<file path="src/rtl/axi_lite_master_ctrl.sv">
// AXI4-Lite initiator: one single-beat command in flight, one response per command, >=3 cycles accept-to-rsp.
// Backpressure: cmd_ready stays low from command accept until the response handshake; rsp held until rsp_ready.
module axi_lite_master_ctrl #(
  parameter int ADDR_WIDTH = 32,
  parameter int DATA_WIDTH = 32
) (
  input  logic                    clk,
  input  logic                    rst,
  input  logic                    cmd_valid,
  output logic                    cmd_ready,
  input  logic                    cmd_write,
  input  logic [ADDR_WIDTH-1:0]   cmd_addr,
  input  logic [DATA_WIDTH-1:0]   cmd_wdata,
  input  logic [DATA_WIDTH/8-1:0] cmd_wstrb,
  output logic                    rsp_valid,
  input  logic                    rsp_ready,
  output logic                    rsp_write,
  output logic [DATA_WIDTH-1:0]   rsp_rdata,
  output logic [1:0]              rsp_resp,
  output logic                    busy,
  output logic [ADDR_WIDTH-1:0]   awaddr,
  output logic                    awvalid,
  input  logic                    awready,
  output logic [DATA_WIDTH-1:0]   wdata,
  output logic [DATA_WIDTH/8-1:0] wstrb,
  output logic                    wvalid,
  input  logic                    wready,
  input  logic [1:0]              bresp,
  input  logic                    bvalid,
  output logic                    bready,
  output logic [ADDR_WIDTH-1:0]   araddr,
  output logic                    arvalid,
  input  logic                    arready,
  input  logic [DATA_WIDTH-1:0]   rdata,
  input  logic [1:0]              rresp,
  input  logic                    rvalid,
  output logic                    rready
);

  typedef enum logic [2:0] {IDLE, WR_REQ, WR_RESP, RD_REQ, RD_DATA, RSP} state_t;

  state_t state;
  logic   aw_done;
  logic   w_done;
  logic   aw_fin;
  logic   w_fin;

  // A channel counts as finished if it already completed or completes this cycle.
  assign aw_fin = aw_done | (awvalid & awready);
  assign w_fin  = w_done  | (wvalid & wready);

  always_ff @(posedge clk) begin
    if (rst) begin
      state     <= IDLE;
      cmd_ready <= 1'b1;
      rsp_valid <= 1'b0;
      rsp_write <= 1'b0;
      rsp_rdata <= '0;
      rsp_resp  <= 2'b00;
      busy      <= 1'b0;
      awaddr    <= '0;
      awvalid   <= 1'b0;
      wdata     <= '0;
      wstrb     <= '0;
      wvalid    <= 1'b0;
      bready    <= 1'b0;
      araddr    <= '0;
      arvalid   <= 1'b0;
      rready    <= 1'b0;
      aw_done   <= 1'b0;
      w_done    <= 1'b0;
    end else begin
      case (state)
        IDLE: begin
          if (cmd_valid && cmd_ready) begin
            cmd_ready <= 1'b0;
            busy      <= 1'b1;
            if (cmd_write) begin
              awaddr  <= cmd_addr;
              wdata   <= cmd_wdata;
              wstrb   <= cmd_wstrb;
              awvalid <= 1'b1;
              wvalid  <= 1'b1;
              aw_done <= 1'b0;
              w_done  <= 1'b0;
              state   <= WR_REQ;
            end else begin
              araddr  <= cmd_addr;
              arvalid <= 1'b1;
              state   <= RD_REQ;
            end
          end
        end

        WR_REQ: begin
          if (awvalid && awready) begin
            awvalid <= 1'b0;
            aw_done <= 1'b1;
          end
          if (wvalid && wready) begin
            wvalid <= 1'b0;
            w_done <= 1'b1;
          end
          if (aw_fin && w_fin) begin
            bready <= 1'b1;
            state  <= WR_RESP;
          end
        end

        WR_RESP: begin
          if (bvalid && bready) begin
            bready    <= 1'b0;
            rsp_resp  <= bresp;
            rsp_write <= 1'b1;
            rsp_rdata <= '0;
            rsp_valid <= 1'b1;
            state     <= RSP;
          end
        end

        RD_REQ: begin
          if (arvalid && arready) begin
            arvalid <= 1'b0;
            rready  <= 1'b1;
            state   <= RD_DATA;
          end
        end

        RD_DATA: begin
          if (rvalid && rready) begin
            rready    <= 1'b0;
            rsp_rdata <= rdata;
            rsp_resp  <= rresp;
            rsp_write <= 1'b0;
            rsp_valid <= 1'b1;
            state     <= RSP;
          end
        end

        RSP: begin
          if (rsp_ready) begin
            rsp_valid <= 1'b0;
            cmd_ready <= 1'b1;
            busy      <= 1'b0;
            state     <= IDLE;
          end
        end

        default: begin
          state     <= IDLE;
          cmd_ready <= 1'b1;
          busy      <= 1'b0;
        end
      endcase
    end
  end

endmodule
</file>
<file path="config.mk">
export PLATFORM = sky130hd
export DESIGN_NAME = axi_lite_master_ctrl
export DESIGN_NICKNAME = d
export VERILOG_FILES = /design/src/rtl/axi_lite_master_ctrl.sv
export SDC_FILE = /design/constraint.sdc
export NUM_CORES = 1
export LEC_CHECK = 0
export BUFFER_PORTS_ARGS = -buffer_cell sky130_fd_sc_hd__buf_2
export CORE_MARGIN = 2
export CORE_UTILIZATION = 50
export DETAILED_ROUTE_END_ITERATION = 6
export GPL_ROUTABILITY_DRIVEN = 0
export PLACE_DENSITY = 0.86
export SKIP_CTS_REPAIR_TIMING = 1
export SLEW_MARGIN = 40
export SYNTH_ARGS = -nofsm -noshare
export SYNTH_HDL_FRONTEND = slang
export SYNTH_SLANG_ARGS = --single-unit
</file>
<file path="constraint.sdc">
create_clock -name clk -period 4.7 [get_ports clk]
set_input_delay 0.235 -clock clk [delete_from_list [all_inputs] [get_ports clk]]
set_output_delay 0.235 -clock clk [all_outputs]
set_load 0.005 [all_outputs]
</file>
### Word level (Yosys, flattened, before mapping)

Cells that the tools add are included.

| storage, ports and cells | value |
|---|---|
| bits of input ports | 114 |
| register bits after elaboration | 148 |
| word-level logic and storage cells | 111 |
| output and inout bits | 143 |

| operators by class | value |
|---|---|
| equality and inequality tests | 15 |
| reduce and logical (&&, ||, !) cells | 26 |
| bitwise operators | 6 |
| muxes and demuxes | 46 |

Operators by type and width:

| kind | count |
|---|---|
| 32-bit two-way mux | 2 |
| 32-bit one-hot mux with 2 select lines | 1 |
| 1-bit two-way mux | 21 |
| 2-bit != test (second input constant) | 10 |
| 3-bit two-way mux | 6 |
| 3-bit one-hot mux with 6 select lines | 1 |
| 3-bit AND reduction | 6 |
| 1-bit one-hot mux with 2 select lines | 8 |
| 4-bit AND reduction | 4 |
| 2-bit nonzero test | 5 |
| 1-bit one-hot mux with 3 select lines | 3 |
| 1-bit logical AND | 7 |
| 3-bit by 2-bit equality test with 1-bit output (second input constant) | 2 |
| 3-bit equality test (second input constant) | 2 |
| 2-bit two-way mux | 3 |
| 6-bit AND reduction | 1 |
| 2-bit one-hot mux with 2 select lines | 1 |
| 4-bit OR reduction | 1 |
| 3-bit by 1-bit equality test with 1-bit output (second input constant) | 1 |
| 3-bit zero test | 1 |
| 3-bit nonzero test | 1 |
| 1-bit bitwise AND | 2 |
| 1-bit NOT | 2 |
| 1-bit bitwise OR | 2 |

### Longest topological paths before layout

Gate-level depths: netlist of run 1.

| logic depth | value |
|---|---|
| depth in word-level cells | 5 |
| mapped depth | 8 |
| depth with buffers taken out | 5 |

### Worst setup path before layout of run 1

No wires, ideal clock.

| path | value |
|---|---|
| path type | register to register |
| from | register state[0] |
| to | register awaddr[24] |
| arrival time | 1.336 ns |
| cell stages (with the launch flop) | 9 |
| data required time | 4.568 ns |
| path slack | 3.231 ns |
| period minus slack after synthesis | 1.469 ns |
| buffers on the path | 3 |
| library setup time | 0.132 ns |
| cell sequence | dfxtp_1 > buf_6 > nor2_2 > and4b_4 > nand2_1 > buf_2 > buf_6 > nand2_1 > a21oi_1 |

| between the ends | value |
|---|---|
| word-level cells in the longest chain between the ends | 2 |

Ends and longest elaborated chain:

| what | line | source |
|---|---|---|
| start: declaration | 42 | `state_t state;` |
| start signal: assignment | 54 | `state <= IDLE;` |
| start signal: assignment | 86 | `state <= WR_REQ;` |
| start signal: assignment | 90 | `state <= RD_REQ;` |
| 3-bit zero test | 73 | `case (state)` |
| 3-bit AND reduction (no source line) | - |  |
| end signal: assignment | 79 | `awaddr <= cmd_addr;` |
| end: declaration | 21 | `output logic [ADDR_WIDTH-1:0] awaddr,` |

Every way passes these cells.
A chain may end at the register's enable or synchronous reset.

### Worst setup path after layout of run 1

| path | value |
|---|---|
| from | register state[0] |
| to | register wdata[29] |

| between the ends | value |
|---|---|
| word-level cells in the longest chain between the ends | 2 |

Ends and longest elaborated chain:

| what | line | source |
|---|---|---|
| 3-bit zero test | 73 |  |
| 3-bit AND reduction (no source line) | - |  |
| end signal: assignment | 80 | `wdata <= cmd_wdata;` |
| end: declaration | 24 | `output logic [DATA_WIDTH-1:0] wdata,` |

Every way passes these cells.

==> results of run 1 <==
==> layout make-up <==
cell class | count | area share (%)
Sequential cell | 148 | 36.0
Timing Repair Buffer | 359 | 28.0
Multi-Input combinational cell | 446 | 25.8
Clock buffer | 22 | 5.87
Tap cell | 140 | 2.13
Clock inverter | 9 | 2.10
Inverter | 1 | 0.0456
Antenna cell | 1 | 0.0304
==> cells in the mapped netlist (all sizes together) <==
cell type  instances
mux2               2
mux2i              4
nor3               4
or3b               1
nand2b             1
o21ai              2
nor4               1
a211o              2
nor3b              2
and4b              1
a22oi             32
o211ai             1
nor2              42
nand4              2
and2               1
nand2            218
a31oi              2
inv                1
a32oi              1
clkbuf            22
nand3b             1
a211oi             3
dfxtp            148
o21bai             1
nor2b              5
a21o               2
nand3              3
a21oi            111
buf               29
nand4b             1
==> stage by stage <==
stage | util [%] | instances | hold WS (ns)
2_1_floorplan | - | 646 | 0.371
5_1_grt | 76.5 | 1126 | 0.0101
6_report | 76.5 | 1126 | -0.0168
3_5_place_dp | 61.4 | 997 | 0.443
3_3_place_gp | 61.4 | 997 | 0.438
4_1_cts | 67.5 | 1028 | -0.0827
==> per-layer routing <==
| layer | track usage [%] | vias to the layer above | wire [microns] |
|---|---|---|---|
| met4 | 12.9 | 0 | 780 |
| met3 | 9.64 | 65 | 1720 |
| li1 | - | 2794 | - |
| met5 | 0 | - | 0 |
| met1 | 25.8 | 2831 | 6760 |
| met2 | 41.6 | 329 | 9350 |
==> power by group <==
part           total, mW  switching (mW)  internal (mW)
Clock               1.48           0.494          0.981
Sequential          1.49           0.109           1.38
Combinational      0.770           0.435          0.335
Total               3.74            1.04           2.70
==> state kept, by name (all words and copies together), names as in the netlist, 2 cells and up <==
register / count
awaddr: 32
rsp_resp: 2
state: 3
rsp_rdata: 32
wdata: 32
araddr: 32
wstrb: 4
==> worst min-delay path, stage by stage <==
cell     delay, ns
buf_2         0.09
a22oi_1       0.06
nor2_1        0.08
==> placed cells by master (no fill, tap or decap), types with 2 or more instances in the layout <==
| cell type | Yosys | routed |
|---|---|---|
| a211o_1 | 2 | 2 |
| a211oi_1 | 3 | 3 |
| a21oi_1 | 111 | 111 |
| a22oi_1 | 32 | 32 |
| a31oi_1 | 2 | 2 |
| buf_2 | 7 | 255 |
| buf_4 | 3 | 7 |
| bufinv_16 | 0 | 5 |
| clkbuf_16 | 0 | 16 |
| clkbuf_8 | 0 | 6 |
| clkinv_2 | 0 | 3 |
| dfxtp_1 | 148 | 148 |
| dlygate4sd3_1 | 0 | 97 |
| mux2_2 | 2 | 2 |
| mux2i_1 | 4 | 4 |
| nand2_1 | 218 | 217 |
| nand3_1 | 3 | 3 |
| nor2_1 | 41 | 41 |
| nor2b_1 | 4 | 2 |
| nor2b_2 | 1 | 3 |
| nor3_1 | 4 | 4 |
==> final timing paths <==
| path | endpoint | slack (ns) | cells after the start |
|---|---|---|---|
| max | wdata[29]$_SDFFE_PP0P_ | 2.22 | 6 |
| min | rsp_rdata[18]$_SDFFE_PP0P_ | -0.02 | 3 |
| max reg2reg | wdata[29]$_SDFFE_PP0P_ | 2.22 | 6 |
| min reg2reg | awaddr[2]$_SDFFE_PP0P_ | 0.45 | 2 |
==> cells by family (layout without fill, tap and decap cells) <==
kind of cell    count (synthesis)  count (layout)
simple gates                  283             283
compound gates                157             157
flops                         148             148
buf+inv                        52             391
mux                             6               6
other cells                     0               1
==> impl_metrics.tcl, run 1 <==
set metrics [dict create \
    status "finished, violations left" \
    violations "negative hold slack" \
    synthSimpleGateAreaFrac_pct 21.0 \
    min_from "rdata[18]" \
    ys_seq_area_share_pct 54.5 \
    setup_tns_ns 0 \
    cp_slowest_stage_delay_ns 0.70 \
    wl_microns 18600 \
    grt_pass1_wl_microns 22400 \
    synth_compound_area_share_pct 16.7 \
    ios 257 \
    hp-class "in2reg" \
    syn_inst 646 \
    worst_slew_pin_slew_ns 0.813 \
    grt_pass1_vias 4987 \
    worst-path-max-fanout 37 \
    drv_cap 0 \
    viasPerCell 5.35 \
    die_width_microns 108 \
    die_height_microns 108 \
    antenna_found_initial 1 \
    drc 0 \
    ys_top_cells_by_area "dfxtp_1, nand2_1, a21oi_1, a22oi_1, buf_6" \
    crit_chain "nor2_2, and4b_4, nand2_2, buf_4, nand2_1, a21oi_1" \
    yosysTopAreaCellShare_pct 54.5 \
    layout_setup_ws_ns 2.22 \
    design.core.area_sq_um 10700 \
    overflow 0 \
    crit_family "simple AND/OR/NAND/NOR gates" \
    grt_max_degree 80 \
    rows 38 \
    regArea_sq_um 2960 \
    drive_gt1_share_pct 31.2 \
    syn2layout_area_growth_pct 51.3 \
    cts-root-buf "clkbuf_8" \
    clock-sinks 148 \
    clock_path_buffers 2 \
    cts_buffers 17 \
    clock_skew_ns 0.00398 \
    fin_nets 1087 \
    finalMaxSlewViolations 0 \
    drt_iter0_drc 517 \
    post_drt_wl_per_cell_microns 16.5 \
    avgSynthCellArea_sq_um 8.41 \
    dr.pass1.iters 5 \
    dieArea_sq_um 11700 \
    htree_levels 4 \
    fmax_mhz 403 \
    yosys_warnings 0 \
    via_count 6019 \
    arrival_ns 2.91 \
    track_usage_pct 24.3 \
    p_per_area_nw_per_um2 454 \
    synth_area_sq_um 5440 \
    insertion_delay_ns 0.52 \
    worstSetupPathType "reg2reg" \
    maxSlewHeadroom_pct 45.8 \
    synthAdderAreaFrac_pct 0 \
    synthMuxAreaShare_pct 1.15 \
    post-route-min-period_ns 2.48 \
    clk_pin_slew_ns 0.06 \
    start_util_pct 50.6 \
    yosysUniqueCellTypes 37 \
    hpwlAfterDp_microns 9780 \
    hold_viol 1 \
    yosysTopAreaCell "dfxtp_1" \
    ant_nets 0 \
    p_leak_nw 3.70 \
    finalInstanceArea_sq_um 8230 \
    pre_cts_ws_ns 2.31 \
    startpoint_type "flop" \
    cts_tree "yes" \
    crit_required_ns 5.13 \
    synth_seq_cells 148 \
    synth_nets 760 \
    crit_start "state[0]$_SDFFE_PP0P_" \
    finalSetupViolCount 0 \
    synth_xor_area_share_pct 0 \
    peakVddDrop_v 0.000288 \
    period_share_pct 52.8 \
    crit_slowest_cell "dfxtp_1" \
    port_buffers 256 \
    multi_input_area_sq_um 2130 \
    hold_slack_ns -0.0168 \
    synth_top_family_by_area "simple AND/OR/NAND/NOR gates" \
    rsz0062_at_grt "false" \
    fillerInstances 669 \
    power_mw 3.74 \
    end_kind "flop" \
    reg2reg_from "state[0]$_SDFFE_PP0P_" \
    dpl_cell_area_sq_um 6600 \
    path_buf_inv 1 \
]
(Power assumes the default switching activity.)
==> run 2, diff against run 1 <==
- CORE_UTILIZATION: 50 -> 42
- PLACE_DENSITY: 0.86 -> 0.77
- clock period: 4.7 -> 2.1 ns (I/O delays scaled with it)
==> impl_metrics.tcl, run 2 (same netlist as run 1, synthesis figures left out) <==
set metrics [dict create \
    status "finished, violations left" \
    violations "negative hold slack" \
    dieArea_sq_um 13900 \
    die_height_microns 118 \
    crit_slowest_cell "dfxtp_1" \
    crit_chain "nor2_2, and4b_4, and2_2, buf_12, nand2_1, a21oi_1" \
    r2r_end "wdata[25]$_SDFFE_PP0P_" \
    crit_path_end "wdata[25]$_SDFFE_PP0P_" \
    port_buffers 256 \
    die_width_microns 118 \
    crit_start "state[1]$_SDFFE_PP0P_" \
    crit_required_ns 2.43 \
    layout.cells.most_common "buf_2" \
    cp_slowest_stage_delay_ns 0.45 \
    track_usage_pct 20.2 \
    drv_cap 0 \
    worstRegToRegCells 6 \
    arrival_ns 2.23 \
    clock-sinks 148 \
    reg2reg_from "state[1]$_SDFFE_PP0P_" \
    grt_pass1_vias 4762 \
    setup_tns_ns 0 \
    wl_microns 17100 \
    peakVddDrop_v 0.000532 \
    hold_viol 1 \
    critical_path_depth 6 \
    layout_common_cells "buf_2, nand2_1, dfxtp_1, a21oi_1, dlygate4sd3_1" \
    drive_gt1_share_pct 31.3 \
    via_count 5743 \
    dr.pass1.iters 5 \
    pre_cts_ws_ns 0.273 \
    fillerInstances 984 \
    hp-class "in2reg" \
    post_drt_wl_per_cell_microns 14.6 \
    path_buf_inv 1 \
    clock_path_buffers 2 \
    layout_setup_ws_ns 0.203 \
    fmax_mhz 527 \
    overflow 0 \
    reg2reg_slack_ns 0.20 \
    design.core.area_sq_um 12600 \
    insertion_delay_ns 0.41 \
    drc 0 \
    hold_slack_ns -0.00220 \
    ant_nets 0 \
    power_mw 7.99 \
    rsz0062_at_grt "false" \
    antenna_found_initial 1 \
    cts_tree "yes" \
    end_kind "flop" \
    htree_levels 4 \
    crit_family "simple AND/OR/NAND/NOR gates" \
    hold_depth 4 \
    p_leak_nw 3.72 \
    fin_nets 1097 \
    worst-path-max-fanout 63 \
    period_share_pct 90.3 \
    ios 257 \
    worstSetupPathType "reg2reg" \
    rows 41 \
    clock_skew_ns 0.0117 \
    hpwlAfterDp_microns 9930 \
    startpoint_type "flop" \
    clk_pin_slew_ns 0.06 \
    p_per_area_nw_per_um2 960 \
    drt_iter0_drc 380 \
    cts-root-buf "clkbuf_16" \
    start_util_pct 43.1 \
    worst_slew_pin_slew_ns 0.465 \
    syn2layout_area_growth_pct 53.2 \
    viasPerCell 4.91 \
    grt_max_degree 69 \
    finalSetupViolCount 0 \
    grt_pass1_wl_microns 22900 \
    post-route-min-period_ns 1.90 \
    cts_buffers 17 \
    finalMaxSlewViolations 0 \
    maxSlewHeadroom_pct 68.9 \
]
run 2: final cells by class:
| type | instances | area [sq um] | share of cell area [%] |
|---|---|---|---|
| flip-flops and latches | 148 | 2960 | 35.6 |
| inverters | 1 | 3.75 | 0.0451 |
| well taps | 172 | 215 | 2.58 |
| multi-input cells | 446 | 2120 | 25.5 |
| diodes | 1 | 2.50 | 0.0301 |
| clock buffers | 21 | 470 | 5.65 |
| clock inverters | 11 | 101 | 1.22 |
| repair buffers | 369 | 2450 | 29.4 |
run 2: metal layers:
| layer | vias up | track usage (%) | wire, microns |
|---|---|---|---|
| met3 | 37 | 7.66 | 1230 |
| met1 | 2636 | 23.7 | 6780 |
| li1 | 2820 | - | - |
| met2 | 250 | 33.8 | 8650 |
| met5 | - | 0 | 0 |
| met4 | 0 | 7.00 | 428 |
run 2: tightest hold or removal path: cells and delay by family:
family                 cells  cell delay [ns]
AOI/OAI and AO/OA          1             0.06
and+or+nand+nor            2             0.10
buffers and inverters      1             0.10
run 2: stage by stage:
| step | utilization [%] | instance area (sq um) | hold slack, ns | std cells |
|---|---|---|---|---|
| after global placement | 53.4 | 6740 | 0.337 | 1035 |
| after global routing | 66.0 | 8330 | 0.0245 | 1169 |
| after CTS | 58.0 | 7310 | -0.0908 | 1067 |
| after detailed placement | 53.4 | 6740 | 0.350 | 1035 |
| after floorplan | - | 5440 | 0.241 | 646 |
| final | 66.0 | 8330 | -0.00220 | 1169 |
run 2: how the worst min path moves through the flow:
stage	to	startpoint
CTS	rsp_rdata[6]$_SDFFE_PP0P_	rdata[6]
global route	rready$_SDFFE_PP0P_	arready
finish	rready$_SDFFE_PP0P_	rvalid
detailed placement	rsp_rdata[29]$_SDFFE_PP0P_	rdata[29]
global placement	rsp_rdata[16]$_SDFFE_PP0P_	rdata[16]
floorplan	araddr[0]$_SDFFE_PP0P_	cmd_addr[0]
run 2: power by group:
group	leakage [nW]	switching, mW	total [mW]	internal [mW]
combinational	2.25	0.973	1.80	0.822
clock	0.271	1.17	2.90	1.72
sequential	1.20	0.213	3.30	3.09
==> run 3, diff against run 2 <==
- CORE_UTILIZATION: 42 -> 30
- PLACE_DENSITY: 0.77 -> 0.59
==> impl_metrics.tcl, run 3 (same netlist as run 1, synthesis figures left out) <==
set metrics [dict create \
    status "finished clean" \
    drv_cap 0 \
    maxSlewHeadroom_pct 62.6 \
    grt_pass1_vias 4786 \
    insertion_delay_ns 0.40 \
    antenna_found_initial 0 \
    cts-root-buf "clkbuf_16" \
    layout_common_cells "buf_2, nand2_1, dfxtp_1, a21oi_1, dlygate4sd3_1" \
    hpwlAfterDp_microns 10500 \
    grt_max_degree 50 \
    multi_input_area_sq_um 2120 \
    wl_microns 16300 \
    dr.pass1.iters 6 \
    viasPerCell 4.53 \
    worst-path-max-fanout 21 \
    peakVddDrop_v 0.000683 \
    period_share_pct 91.8 \
    rows 49 \
    clk_pin_slew_ns 0.06 \
    cts_tree "yes" \
    path_buf_inv 1 \
    setup_tns_ns 0 \
    hold_viol 0 \
    die_width_microns 139 \
    drc 0 \
    clock_path_buffers 2 \
    min_from "rvalid" \
    finalInstanceArea_sq_um 8500 \
    post_drt_wl_per_cell_microns 13.3 \
    port_buffers 256 \
    reg2reg_from "state[0]$_SDFFE_PP0P_" \
    ios 257 \
    worst_slew_pin_slew_ns 0.561 \
    regArea_sq_um 2960 \
    post-route-min-period_ns 1.93 \
    hp-class "in2reg" \
    htree_levels 4 \
    hold_slack_ns 0.00430 \
    num_antenna_cells 0 \
    finalSetupViolCount 0 \
    end_kind "flop" \
    drt_iter0_drc 227 \
    crit_slowest_cell "dfxtp_1" \
    cts_buffers 17 \
    design.core.area_sq_um 17800 \
    fmax_mhz 519 \
    fin_nets 1100 \
    via_count 5558 \
    syn2layout_area_growth_pct 56.4 \
    crit_required_ns 2.43 \
    die_height_microns 139 \
    cp_slowest_stage_delay_ns 0.39 \
    dieArea_sq_um 19200 \
    worstSetupPathType "reg2reg" \
    overflow 0 \
    startpoint_type "flop" \
    track_usage_pct 15.4 \
    clock_skew_ns 0.00540 \
    crit_chain "nor2_2, and4b_4, and2_2, buf_4, nand2_1, a21oi_1" \
    start_util_pct 30.5 \
    layout.cells.most_common "buf_2" \
    arrival_ns 2.26 \
    drive_gt1_share_pct 31.6 \
    crit_start "state[0]$_SDFFE_PP0P_" \
    finalMaxSlewViolations 0 \
    dpl_cell_area_sq_um 6870 \
    p_leak_nw 3.78 \
    crit_family "simple AND/OR/NAND/NOR gates" \
    rsz0062_at_grt "false" \
    clock-sinks 148 \
    p_per_area_nw_per_um2 978 \
    fillerInstances 1696 \
    ant_nets 0 \
    grt_pass1_wl_microns 24300 \
]
==> run 3: worst register-to-register path, delay by kind of cell (launching register included) <==
| family | cells | cell delay (ns) |
|---|---|---|
| simple gates | 4 | 0.98 |
| flops | 1 | 0.39 |
| buf+inv | 1 | 0.33 |
| compound gates | 1 | 0.15 |
==> run 3: layout make-up <==
cell class                 count  area share, %
clock buffer                  17           5.00
clock inverter                14           2.27
inverter                       1         0.0442
multi-input combinational    446           25.0
sequential                   148           34.8
tap                          229           3.37
timing repair buffer         372           29.5
==> run 3: routing by layer <==
layer,wire [microns],vias to the layer above,track usage [%]
li1,-,2822,-
met1,7130,2551,19.1
met2,8140,169,25.9
met3,861,16,4.77
met4,209,0,3.97
met5,0,-,0
==> run 3: path summary, 6_finish.rpt <==
path | end | depth (start not counted) | slack (ns)
setup reg to reg | wdata[23]$_SDFFE_PP0P_ | 6 | 0.17
hold reg to reg | araddr[28]$_SDFFE_PP0P_ | 2 | 0.45
setup / recovery | wdata[23]$_SDFFE_PP0P_ | 6 | 0.17
hold / removal | rready$_SDFFE_PP0P_ | 4 | 0.004
==> run 3: per-stage QoR <==
step,power (mW),setup slack (ns),cells,util (%)
final,8.32,0.172,1227,47.7
after global placement,5.04,0.267,1095,38.5
after CTS,8.27,0.222,1126,42.0
after floorplan,4.44,0.631,646,-
after detailed placement,5.05,0.237,1095,38.5
after global routing,8.79,0.0222,1227,47.7
==> run 3: power by group <==
group          internal (mW)  total [mW]  switching, mW
Clock                   1.92        3.20           1.29
Sequential              3.09        3.28          0.189
Combinational          0.851        1.84          0.988
Total                   5.86        8.32           2.46
